===== config.mk =====
export PLATFORM = sky130hd
export DESIGN_NAME = pid_seq
export DESIGN_NICKNAME = d
export VERILOG_FILES = /design/src/rtl/seg_pkg.sv /design/src/rtl/seg_dbnc.sv /design/src/rtl/pid_seq.sv
export SDC_FILE = /design/constraint.sdc
export NUM_CORES = 1
export LEC_CHECK = 0
export ABC_CLOCK_PERIOD_IN_PS = 1600
export CORE_MARGIN = 2
export CORE_UTILIZATION = 49
export DETAILED_ROUTE_END_ITERATION = 16
export PLACE_DENSITY = 0.71
export SLEW_MARGIN = 0
export SYNTH_ARGS = -nofsm -noshare
export SYNTH_HDL_FRONTEND = slang
export SYNTH_SLANG_ARGS = --single-unit

===== constraint.sdc =====
create_clock -name clk -period 1.6 [get_ports clk]
set_input_delay 0.32 -clock clk [delete_from_list [all_inputs] [get_ports clk]]
set_output_delay 0.32 -clock clk [all_outputs]
set_load 0.05 [all_outputs]

===== src/rtl/seg_pkg.sv =====
// rtl/seg_pkg.sv - shared state encoding and default timing constants for pid_seq
package seg_pkg;

  typedef enum logic [2:0] {
    IDLE       = 3'd0,
    WAIT_RIDER = 3'd1,
    SOFT_START = 3'd2,
    RUN        = 3'd3,
    FAULT      = 3'd4
  } pid_seq_state_t;

  localparam int ON_DBNC_DEF  = 1024;
  localparam int OFF_DBNC_DEF = 4096;
  localparam int WDOG_CYC_DEF = 65536;

  // States in which the PID datapath is live (soft-start ramp or full balance)
  function automatic logic is_active(input pid_seq_state_t s);
    return (s == SOFT_START) || (s == RUN);
  endfunction

endpackage


===== src/rtl/seg_dbnc.sv =====
// rtl/seg_dbnc.sv - saturating consecutive-level counter; done when the current
// cycle completes THRESH consecutive cycles of level=1
module seg_dbnc #(
  parameter int THRESH = 4
) (
  input  logic clk,
  input  logic clr,
  input  logic level,
  output logic done
);

  localparam int            W    = $clog2(THRESH + 1);
  localparam logic [W-1:0]  LAST = W'(THRESH - 1);
  localparam logic [W-1:0]  TOP  = W'(THRESH);

  logic [W-1:0] cnt;

  always_ff @(posedge clk) begin
    if (clr || !level) begin
      cnt <= '0;
    end else if (cnt != TOP) begin
      cnt <= cnt + 1'b1;
    end
  end

  // Combinational so the owning FSM can move on the edge that ends the last cycle
  assign done = level && (cnt >= LAST);

endmodule


===== src/rtl/pid_seq.sv =====
// rtl/pid_seq.sv - segway power/rider sequencer feeding the PID datapath.
// Optional vld watchdog enabled by defining PID_SEQ_WDOG_EN.
module pid_seq
  import seg_pkg::*;
#(
  parameter int ON_DBNC  = ON_DBNC_DEF,
  parameter int OFF_DBNC = OFF_DBNC_DEF,
  parameter int WDOG_CYC = WDOG_CYC_DEF
) (
  input  logic       clk,
  input  logic       rst,
  input  logic       pwr_req,
  input  logic       batt_low,
  input  logic       rider_present,
  input  logic       vld,
  input  logic [7:0] ss_tmr,
  output logic       pwr_up,
  output logic       rider_off,
  output logic       pid_vld,
  output logic       fault,
  output logic [2:0] state
);

  pid_seq_state_t state_q, state_d;
  logic           entering;
  logic           on_done, off_done;
  logic           wdog_trip;
  logic           fault_cond;

  assign entering = (state_d != state_q);

  seg_dbnc #(.THRESH(ON_DBNC)) u_on_dbnc (
    .clk   (clk),
    .clr   (rst || entering || (state_q != WAIT_RIDER)),
    .level (rider_present),
    .done  (on_done)
  );

  seg_dbnc #(.THRESH(OFF_DBNC)) u_off_dbnc (
    .clk   (clk),
    .clr   (rst || entering || !is_active(state_q)),
    .level (!rider_present),
    .done  (off_done)
  );

`ifdef PID_SEQ_WDOG_EN
  localparam int            WW     = $clog2(WDOG_CYC + 1);
  localparam logic [WW-1:0] W_LAST = WW'(WDOG_CYC - 1);
  localparam logic [WW-1:0] W_TOP  = WW'(WDOG_CYC);

  logic [WW-1:0] wdog_cnt;

  always_ff @(posedge clk) begin
    if (rst || entering || vld || !is_active(state_q)) begin
      wdog_cnt <= '0;
    end else if (wdog_cnt != W_TOP) begin
      wdog_cnt <= wdog_cnt + 1'b1;
    end
  end

  assign wdog_trip = is_active(state_q) && !vld && (wdog_cnt >= W_LAST);
`else
  assign wdog_trip = 1'b0;
`endif

  assign fault_cond = batt_low || wdog_trip;

  always_comb begin
    state_d = state_q;
    if (state_q == IDLE) begin
      if (pwr_req && !batt_low) state_d = WAIT_RIDER;
    end else if (!pwr_req) begin
      state_d = IDLE;
    end else begin
      unique case (state_q)
        WAIT_RIDER: if (on_done) state_d = SOFT_START;
        SOFT_START: begin
          if (fault_cond)            state_d = FAULT;
          else if (off_done)         state_d = WAIT_RIDER;
          else if (ss_tmr == 8'hFF)  state_d = RUN;
        end
        RUN: begin
          if (fault_cond)            state_d = FAULT;
          else if (off_done)         state_d = WAIT_RIDER;
        end
        FAULT:   state_d = FAULT;
        default: state_d = IDLE;
      endcase
    end
  end

  // Outputs follow the registered state one cycle later; pid_vld is dropped
  // when the sample coincides with leaving the live states.
  always_ff @(posedge clk) begin
    if (rst) begin
      state_q   <= IDLE;
      pwr_up    <= 1'b0;
      rider_off <= 1'b1;
      pid_vld   <= 1'b0;
      fault     <= 1'b0;
    end else begin
      state_q   <= state_d;
      pwr_up    <= is_active(state_q);
      rider_off <= !is_active(state_q);
      fault     <= (state_q == FAULT);
      pid_vld   <= vld && is_active(state_q) && is_active(state_d);
    end
  end

  assign state = state_q;

endmodule


==> reports/results.ini, run 1 <==
[global_routing]
first_global_vias = 1481
grt_overall_usage = 0.2260
grt_antenna_before_repair = 0
grt_start_max_net_pins = 11
gr-total-overflow = 0
wire_length_of_the_first_global_routing_pass_um = 6354

[critical_path]
path_cells = ha_4, a21oi_4, nor4_2, o311a_1, buf_6, nor4_4
regToRegEndpoint = u_off_dbnc.cnt[0]$_SDFFE_PP0P_
setup.worst_path.start_class = register
startpoint = u_off_dbnc.cnt[1]$_SDFFE_PP0P_
reg2reg_setup_slack_ns = -0.06
reg2reg_from = u_off_dbnc.cnt[1]$_SDFFE_PP0P_
worst_setup_path_end = u_off_dbnc.cnt[0]$_SDFFE_PP0P_
cp-end-kind = register
r2r.worst_path.cells = 6
slowest_delay_ns = 0.44
critPathRequiredTime_ns = 1.84
path_class = register to register
crit_slowest_cell = sky130_fd_sc_hd__o311a_1
critPathArrivalTime_ns = 1.90
timing.critical_path.fanout_max = 4

[cts]
numClockSinks = 31
cts.root.buffer_cell = sky130_fd_sc_hd__clkbuf_4
cts_inserted_buffers = 5
cts.path.max_buffers = 2
ctsHoldBuffers = 0
cts-htree-levels = 2
clkTransAtPathRegs_ns = 0.10
tritoncts = built
clock_insertion_delay_at_the_later_pin_of_the_skew_report_ns = 0.33

[synthesis]
yosys.cell_count.top_type = sky130_fd_sc_hd__dfxtp_1
ys_warn_count = 0
synth_largest_type_area_fraction = 0.3881
synth_edf_count = 0
ys_ff_latch = 31
mappedNetlistArea_um2 = 1599
post_synth.cell_area_avg_um2 = 9.633
synth.area.top_cells = sky130_fd_sc_hd__dfxtp_1 39%, sky130_fd_sc_hd__nor4_2 7.0%, sky130_fd_sc_hd__xor2_1 6.6%
yosys_most_used_dff = sky130_fd_sc_hd__dfxtp_1
syn-instance-count = 166
synth_common_cells = 31 x sky130_fd_sc_hd__dfxtp_1, 14 x sky130_fd_sc_hd__nor2_1, 12 x sky130_fd_sc_hd__xor2_1, 9 x sky130_fd_sc_hd__inv_1, 9 x sky130_fd_sc_hd__nor4_2
cell_variety_after_synth = 43
synth_seq_area_share = 0.3881
yosysTopAreaCell = sky130_fd_sc_hd__dfxtp_1
synth_async_sr_flop_share = 0

[sta]
worst_slack_ns = -0.06070
period_needed_ns = 1.661
final-max-slew-violation-count = 0
fin_worst_skew_ns = 0.008354
clock.fmax_ghz = 0.6022
hold_violations = 0
setup_viol = 10
worst_hold_slack_ns = 0.5246
min_period_over_period = 1.038
grt_setup_unrepaired = yes
setup_tns_ns = -0.2847

[cells_and_area]
drive_above_1_share = 0.4367
areaGrowthSynthToFinish_pct = 52.50
antennaDiodeCount = 0
n_fill_cell = 191
final_nets = 246

[power_and_ir_drop]
power_density_nw_per_um2 = 543.8
ir_drop_v = 0.0005159
leakage_nw = 0.8748

[status]
violations = negative setup slack
result_of_the_run = finished with violations

[hold_path]
hold_depth = 2
worst_hold_path_type = register to register
hold_path_startpoint = u_on_dbnc.cnt[2]$_SDFFE_PP0P_

[detailed_routing]
viasPerCell = 5.590
wl_per_cell_um = 16.07
dr.first_iter.drc_count = 74
postRouteWirelength_um = 4386
total_vias_in_the_final_route = 1526
detailedRoute.firstPassIterationCount = 4
drt.antenna.violating_nets = 0
remaining_drc_errors = 0

[placed_design]
dp_hpwl_um = 2840
placement.io_buffers = 20
gp_congestion = 0.7771

[floorplan]
core_area_um2 = 3078
die_width_um = 61.13
floorplan.initialDensity = 0.5195
ios = 21
floorplan.die_area_um2 = 3736
std_cell_rows = 20
die_height_um = 61.13

[flow_run]
max-cap-violations = 0

==> stage by stage <==
step	std cells	total power, mW	cell area, um^2	util	worst slack [ns]
6_report	273	1.326	2439	0.7923	-0.06070
3_3_place_gp	260	0.8878	2112	0.6862	-0.3246
5_1_grt	273	1.394	2439	0.7923	-0.1277
2_1_floorplan	167	0.8256	1619	-	-0.05064
3_5_place_dp	260	0.8893	2112	0.6862	-0.4983
4_1_cts	269	1.335	2221	0.7215	-0.06120
==> report_power, final <==
group          internal, mW  switching (mW)  total [mW]
clock network         0.163           0.281       0.444
registers             0.772         0.00517       0.777
logic                0.0630          0.0425       0.105
total                 0.998           0.328        1.33
==> area by class of cell <==
type                            instances  area, um^2  area share
Clock buffer                            5       37.54     0.01539
Clock inverter                          3       15.01    0.006157
Sequential cell                        31       643.1      0.2637
Timing Repair Buffer                   57       526.8      0.2160
Tap cell                               44       55.05     0.02258
Multi-Input combinational cell        124        1125      0.4613
Inverter                                9       36.28     0.01488
==> cell usage in the layout, fill, tap and decap left out, types with 2 or more instances in the layout <==
cell type,netlist,routed
sky130_fd_sc_hd__buf_4,1,34
sky130_fd_sc_hd__dfxtp_1,31,17
sky130_fd_sc_hd__nor2_1,14,14
sky130_fd_sc_hd__xor2_1,12,12
sky130_fd_sc_hd__clkdlybuf4s50_1,0,12
sky130_fd_sc_hd__dfxtp_2,0,12
sky130_fd_sc_hd__nand4_1,8,8
sky130_fd_sc_hd__nor3_1,8,8
sky130_fd_sc_hd__inv_1,9,7
sky130_fd_sc_hd__nand2_1,7,7
sky130_fd_sc_hd__nor4_4,1,7
sky130_fd_sc_hd__buf_6,1,7
sky130_fd_sc_hd__nor4_2,9,6
sky130_fd_sc_hd__xnor2_1,7,6
sky130_fd_sc_hd__nand2b_1,5,5
sky130_fd_sc_hd__nand3_1,6,5
sky130_fd_sc_hd__clkbuf_4,0,5
sky130_fd_sc_hd__nand3b_1,4,4
sky130_fd_sc_hd__nor4_1,6,3
sky130_fd_sc_hd__clkinv_2,0,3
sky130_fd_sc_hd__buf_12,0,3
sky130_fd_sc_hd__or4_4,1,2
sky130_fd_sc_hd__nor4b_2,0,2
sky130_fd_sc_hd__and3_1,2,2
sky130_fd_sc_hd__ha_4,0,2
sky130_fd_sc_hd__ha_1,4,2
sky130_fd_sc_hd__dfxtp_4,0,2
sky130_fd_sc_hd__conb_1,1,2
==> sequential cells by signal, indices dropped and copies added (netlist names) <==
| register | flops |
|---|---|
| u_on_dbnc.cnt | 11 |
| fault | 1 |
| pwr_up | 1 |
| u_off_dbnc.cnt | 13 |
| state | 3 |
| rider_off | 1 |
| pid_vld | 1 |
==> kinds of logic after synthesis <==
group                    synth area share
adder cells (fa/ha/maj)           0.03130
multiplexers                      0.01252
AND/OR/NAND/NOR                    0.3560
XOR/XNOR                           0.1041
flip-flops                         0.3881
other                            0.002345
buffers and inverters             0.03834
AO/OA/AOI/OAI                     0.06730
==> worst min path at each step <==
stage                                          endpoint
final                     u_on_dbnc.cnt[2]$_SDFFE_PP0P_
after global routing                 pid_vld$_SDFF_PP0_
after CTS                            pid_vld$_SDFF_PP0_
after detailed placement  u_on_dbnc.cnt[9]$_SDFFE_PP0P_
after global placement    u_on_dbnc.cnt[5]$_SDFFE_PP0P_
after floorplan                     state[2]$_SDFF_PP0_
==> per-layer routing <==
metal  up-vias  track usage  wire length (um)
met5         -            0                 0
met4         0      0.06211                80
met3         9      0.06092               223
met2        45       0.3982              2204
met1       732       0.2701              1878
li1        740            -                 -
==> repair_timing <==
action / in CTS / in global routing
pin swaps: 3 / 21
setup buffers: 0 / 4
gates resized for setup: 8 / 44
cloned: 1 / 0
setup endpoints to repair: 12 / 24
==> critical path, delay by kind of cell, from the launching register on <==
| kind | cells | cell delay (ns) |
|---|---|---|
| adders and majority gates | 1 | 0.17 |
| DFF | 1 | 0.35 |
| buffers and inverters | 1 | 0.17 |
| and+or+nand+nor | 2 | 0.28 |
| AOI/OAI and AO/OA | 2 | 0.59 |
Power figures use the tool's default switching activity.
==> run 2, diff against run 1 <==
--- a/config.mk
+++ b/config.mk
@@ -6,6 +6,7 @@
 export NUM_CORES = 1
 export LEC_CHECK = 0
 export ABC_CLOCK_PERIOD_IN_PS = 1600
+export CAP_MARGIN = 20
 export CORE_MARGIN = 2
 export CORE_UTILIZATION = 49
 export DETAILED_ROUTE_END_ITERATION = 16
==> results of run 2 <==
No change in the layout: final DEF, timing and power equal those of run 1.
